`config.mk`:
```
export PLATFORM = sky130hd
export DESIGN_NAME = pitch_tracker_flat
export DESIGN_NICKNAME = d
export VERILOG_FILES = /design/src/rtl/pitch_tracker_if.sv /design/src/rtl/pitch_tracker.sv /design/src/flat_wrapper.sv
export SDC_FILE = /design/constraint.sdc
export NUM_CORES = 1
export LEC_CHECK = 0
export CORE_ASPECT_RATIO = 2
export CORE_UTILIZATION = 45
export CTS_CLUSTER_DIAMETER = 80
export DETAILED_ROUTE_END_ITERATION = 8
export DONT_BUFFER_PORTS = 1
export SYNTH_ARGS = -nofsm -noshare
export SYNTH_HDL_FRONTEND = slang
export SYNTH_SLANG_ARGS = --single-unit
```
`constraint.sdc`:
```
create_clock -name sample_clock -period 3.05 [get_ports sample_clock]
set_clock_uncertainty 0.2 [all_clocks]
set_input_delay 0.305 -clock sample_clock [delete_from_list [all_inputs] [get_ports sample_clock]]
set_output_delay 0.305 -clock sample_clock [all_outputs]
set_load 0.02 [all_outputs]
```
`src/rtl/pitch_tracker_if.sv`:
```
// Sample stream in, pitch measurement out.
//   sample_valid, sample : waveform samples from the producer
//   period, period_valid : last measured period and its one-cycle update strobe
//   locked               : a measurement is held and no timeout has occurred
//   edge_pulse           : one-cycle strobe on every detected rising crossing
// The master modport is the producer/consumer side; the tracker uses slave.
interface pitch_tracker_if #(
    parameter int BITDEPTH = 12,
    parameter int PERIOD_W = 16
);
    logic                sample_valid;
    logic [BITDEPTH-1:0] sample;
    logic [PERIOD_W-1:0] period;
    logic                period_valid;
    logic                locked;
    logic                edge_pulse;

    modport master (
        output sample_valid,
        output sample,
        input  period,
        input  period_valid,
        input  locked,
        input  edge_pulse
    );

    modport slave (
        input  sample_valid,
        input  sample,
        output period,
        output period_valid,
        output locked,
        output edge_pulse
    );
endinterface

```
`src/rtl/pitch_tracker.sv`:
```
// Pitch tracker: measures the period, in valid samples, of an offset-binary
// waveform by timing rising mid-scale crossings with hysteresis.
//   sample_clock : single clock, all state on its rising edge
//   rst_n        : asynchronous active-low reset
//   bus (slave)  : sample_valid/sample in; period, period_valid, locked,
//                  edge_pulse out (all outputs registered)
module pitch_tracker #(
    parameter int BITDEPTH = 12,
    parameter int HYST     = 256,
    parameter int PERIOD_W = 16
) (
    input  logic            sample_clock,
    input  logic            rst_n,
    pitch_tracker_if.slave  bus
);
    // Thresholds carry one extra bit so MID+HYST can never wrap.
    localparam int MID_I = 2 ** (BITDEPTH - 1);
    localparam logic [BITDEPTH:0] HI = (BITDEPTH + 1)'(MID_I + HYST);
    localparam logic [BITDEPTH:0] LO = (BITDEPTH + 1)'(MID_I - HYST);
    localparam logic [PERIOD_W-1:0] CNT_MAX = '1;

    typedef enum logic {
        WAIT_LOW,
        WAIT_HIGH
    } state_t;

    state_t              state_reg, state_next;
    logic [PERIOD_W-1:0] cnt_reg, cnt_next;
    logic                have_edge_reg, have_edge_next;
    logic [PERIOD_W-1:0] period_reg, period_next;
    logic                period_valid_reg, period_valid_next;
    logic                locked_reg, locked_next;
    logic                edge_pulse_reg, edge_pulse_next;

    logic [BITDEPTH:0]   sample_ext;
    logic                rise_event;

    assign sample_ext = {1'b0, bus.sample};
    // A rising event is the single sample that reaches HI after LO was seen.
    assign rise_event = bus.sample_valid && (state_reg == WAIT_HIGH) && (sample_ext >= HI);

    always_comb begin
        state_next        = state_reg;
        cnt_next          = cnt_reg;
        have_edge_next    = have_edge_reg;
        period_next       = period_reg;
        period_valid_next = 1'b0;
        locked_next       = locked_reg;
        edge_pulse_next   = 1'b0;

        if (bus.sample_valid) begin
            case (state_reg)
                WAIT_LOW:  if (sample_ext <= LO) state_next = WAIT_HIGH;
                WAIT_HIGH: if (sample_ext >= HI) state_next = WAIT_LOW;
                default:   state_next = WAIT_LOW;
            endcase

            if (rise_event) begin
                edge_pulse_next = 1'b1;
                cnt_next        = '0;
                have_edge_next  = 1'b1;
                // The first crossing after reset or timeout only arms the count.
                if (have_edge_reg) begin
                    period_next       = cnt_reg + PERIOD_W'(1);
                    period_valid_next = 1'b1;
                    locked_next       = 1'b1;
                end
            end else if (cnt_reg == CNT_MAX) begin
                // Counter saturated: the waveform is too slow or absent.
                have_edge_next = 1'b0;
                locked_next    = 1'b0;
            end else begin
                cnt_next = cnt_reg + PERIOD_W'(1);
            end
        end
    end

    always_ff @(posedge sample_clock or negedge rst_n) begin
        if (!rst_n) begin
            state_reg        <= WAIT_LOW;
            cnt_reg          <= '0;
            have_edge_reg    <= 1'b0;
            period_reg       <= '0;
            period_valid_reg <= 1'b0;
            locked_reg       <= 1'b0;
            edge_pulse_reg   <= 1'b0;
        end else begin
            state_reg        <= state_next;
            cnt_reg          <= cnt_next;
            have_edge_reg    <= have_edge_next;
            period_reg       <= period_next;
            period_valid_reg <= period_valid_next;
            locked_reg       <= locked_next;
            edge_pulse_reg   <= edge_pulse_next;
        end
    end

    assign bus.period       = period_reg;
    assign bus.period_valid = period_valid_reg;
    assign bus.locked       = locked_reg;
    assign bus.edge_pulse   = edge_pulse_reg;
endmodule

```
`src/flat_wrapper.sv`:
```
// flat-port wrapper written by rule: the top's interface ports become plain ports
module pitch_tracker_flat 
#(
    parameter int BITDEPTH = 12,
    parameter int HYST     = 256,
    parameter int PERIOD_W = 16
)
  (sample_clock, rst_n, bus_sample_valid, bus_sample, bus_period, bus_period_valid, bus_locked, bus_edge_pulse);
  pitch_tracker_if #(.BITDEPTH(BITDEPTH), .PERIOD_W(PERIOD_W)) bus_i ();
  input  logic sample_clock;
  input  logic rst_n;
  input wire logic [$bits(bus_i.sample_valid)-1:0] bus_sample_valid;
  input wire logic [$bits(bus_i.sample)-1:0] bus_sample;
  output wire logic [$bits(bus_i.period)-1:0] bus_period;
  output wire logic [$bits(bus_i.period_valid)-1:0] bus_period_valid;
  output wire logic [$bits(bus_i.locked)-1:0] bus_locked;
  output wire logic [$bits(bus_i.edge_pulse)-1:0] bus_edge_pulse;
  assign bus_i.sample_valid = bus_sample_valid;
  assign bus_i.sample = bus_sample;
  assign bus_period = bus_i.period;
  assign bus_period_valid = bus_i.period_valid;
  assign bus_locked = bus_i.locked;
  assign bus_edge_pulse = bus_i.edge_pulse;
  pitch_tracker #(.BITDEPTH(BITDEPTH), .HYST(HYST), .PERIOD_W(PERIOD_W)) u_core (.sample_clock(sample_clock), .rst_n(rst_n), .bus(bus_i));
endmodule
```
==> metrics.cfg <==
[global_routing]
overflow = 0
met3_usage = 0.0403
grt_antenna_before_repair = 0
top_usage_layer = met2
grt_pass1_vias = 1458
grt_first_pass_wirelength_um = 7030
met2_usage = 0.352
use_met1 = 0.226
grt_max_degree = 38
track_usage = 0.201

[yosys]
synth_ff_type = dfrtp_1
synth-async-reset-ratio = 1.00
synth-simple-area-share = 0.234
synth_common_cells = 37 x dfrtp_1, 34 x nand2_1, 18 x o21ai_0
synth_top_area_cell = dfrtp_1
synth.area.mux_share = 0.0573
ys_seq_area_frac = 0.476
synth_edf_count = 0
synth-seq-cells = 37
synth_cell_types = 40
synth_cells = 202
syn_avg_cell_area_sq_um = 9.63
synth_fa_ha_area_frac = 0.00644
syn_nets = 218
yosysMostFrequentCell = dfrtp_1
ys_warn_count = 0
synth_xor_area_frac = 0.0586
synth_top_family_by_area = simple AND/OR/NAND/NOR gates
syn_area_sq_um = 1940
synth_top_area_share = 0.476
ys_top_cells_by_area = dfrtp_1 48%, nand2_1 6.6%, mux2i_1 5.1%, o21ai_0 4.6%, xor2_1 4.5%
synth-compound-area-share = 0.134

[clock_tree]
cts_resized = 0
ctsHoldBuffers = 3
clock_sinks = 37
cts_root_buffer = clkbuf_8
cts_tree = done
cts_max_level = 2
cts_buffer_depth = 2
numCtsBuffers = 5
clk_pin_slew_ns = 0.07
insertion_delay_ns = 0.28
postCtsSetupRepairBufs = 0

[hold_path]
hp-class = input port to flip-flop

[timing]
fin_crit_sh = 0.697
setup_viol = 0
fmax_ghz = 0.470
fin_tns_setup_ns = 0
slew_headroom = 0.604
hold_ws_ns = 0.0371
hold_viol = 0
worstMarginPinSlew_ns = 0.586
min_period_ns = 2.13
report.final.slew_viol_count = 0
rsz0062_at_grt = no

[die]
core_sq_um = 4130
die_area_sq_um = 4600
die_height_um = 95.0
initial_core_util = 0.471
pin_count = 34
die_w_um = 48.5
rows = 33

[critical_path]
critical_path_arrival_ns = 2.15
crit_path_start_kind = flip-flop
critical_path_class = flip-flop to flip-flop
crit_path_end_kind = flip-flop
worst-path-max-fanout = 6
critical_path.cell_chain = ha_1 > nand3_1 > or4_1 > o21ai_0 > mux2_2
critPathSlowestCell = or4_1
cpPeakStageDelay_ns = 0.58
worstPathRequired_ns = 3.08

[run_status]
status = finished clean

[power_and_ir_drop]
p_sw_mw = 0.425
p_clk_frac = 0.262
p_leak_nw = 0.871
internal-power_mw = 0.813
comb_power_share = 0.140
powerDensity_nw_per_um2 = 587
ir_drop_mv = 0.268
swShare = 0.343
seqPwrFrac = 0.597

[routing]
wl_um = 4070
drtIter0Drc = 54
postRouteAntennaNets = 0
vias = 1468
viasPerCell = 5.71
drc = 0
firstDrtPassIters = 4
drt-wirelength-per-cell_um = 15.8

[finish]
drive_gt1_frac = 0.0780
diodes = 0
area_growth_pct = 8.43
final_nets = 220

[place]
gp_congestion = 0.833
numPortBuffers = 0
dp_hpwl_um = 2860

[run]
cap_viol_max_count = 0

## power by group through the flow
stage / clock, mW / sequential (mW) / combinational [mW]
2_1_floorplan: 0 / 0.718 / 0.140
3_3_place_gp: 0 / 0.743 / 0.153
3_5_place_dp: 0 / 0.750 / 0.159
4_1_cts: 0.343 / 0.741 / 0.177
5_1_grt: 0.360 / 0.750 / 0.201
6_report: 0.325 / 0.739 / 0.174
## metal layers
metal | wire [um] | share of wire | up-vias
met5 | 0 | 0 | -
met4 | 34 | 0.0084 | 0
met3 | 119 | 0.029 | 4
met2 | 2200 | 0.54 | 41
met1 | 1710 | 0.42 | 696
li1 | - | - | 727
## metrics by stage
step	instances	utilization	power [mW]	area [sq um]	setup WS, ns
2_1_floorplan	202	-	0.859	1940	1.14
3_3_place_gp	246	0.481	0.896	1990	1.02
3_5_place_dp	246	0.481	0.910	1990	0.954
4_1_cts	257	0.511	1.26	2110	0.923
5_1_grt	257	0.511	1.31	2110	0.790
6_report	257	0.511	1.24	2110	0.923
## placed cells by master, fill, tap and decap left out, drive strengths merged, types with 5 or more instances in the layout
cell	instances
xor2	10
o21ai	19
nand4	6
nand2b	11
nand2	34
mux2i	10
nor4	5
a211oi	11
nand3	7
clkbuf	6
dfrtp	37
## cell families after synthesis
family	Yosys count
compound gates	42
fa+ha+maj	1
xor+xnor	13
buf+inv	16
simple gates	82
mux	11
flops	37
## critical path, delay by kind of cell, from the launching register on
kind                       cells  cell delay, ns
adders and majority gates      1            0.26
and+or+nand+nor                2            0.78
AOI/OAI and AO/OA              1            0.23
muxes                          1            0.19
DFF                            1            0.41
## path summary, 6_finish.rpt
path                                            from  slack (ns)                   end  cells past startpoint
worst max-delay path               u_core.cnt_reg[0]        0.92     u_core.cnt_reg[0]                      5
worst min-delay path                  bus_sample[11]        0.04      u_core.state_reg                      2
worst max register to register     u_core.cnt_reg[0]        0.92     u_core.cnt_reg[0]                      5
worst min register to register  u_core.have_edge_reg        0.32  u_core.have_edge_reg                      2
max in group asynchronous                      rst_n        2.19    u_core.cnt_reg[10]                      2
min in group asynchronous                      rst_n        0.27  u_core.bus.period[1]                      2
## final cells by class
class | count | area, sq um
repair buffers | 6 | 62.6
inverters | 5 | 18.8
clock inverters | 2 | 10.0
fillers | 387 | 2020
clock buffers | 6 | 72.6
flip-flops and latches | 37 | 926
well taps | 52 | 65.1
multi-input cells | 149 | 953
No activity file was read; power rests on OpenSTA's default activity.
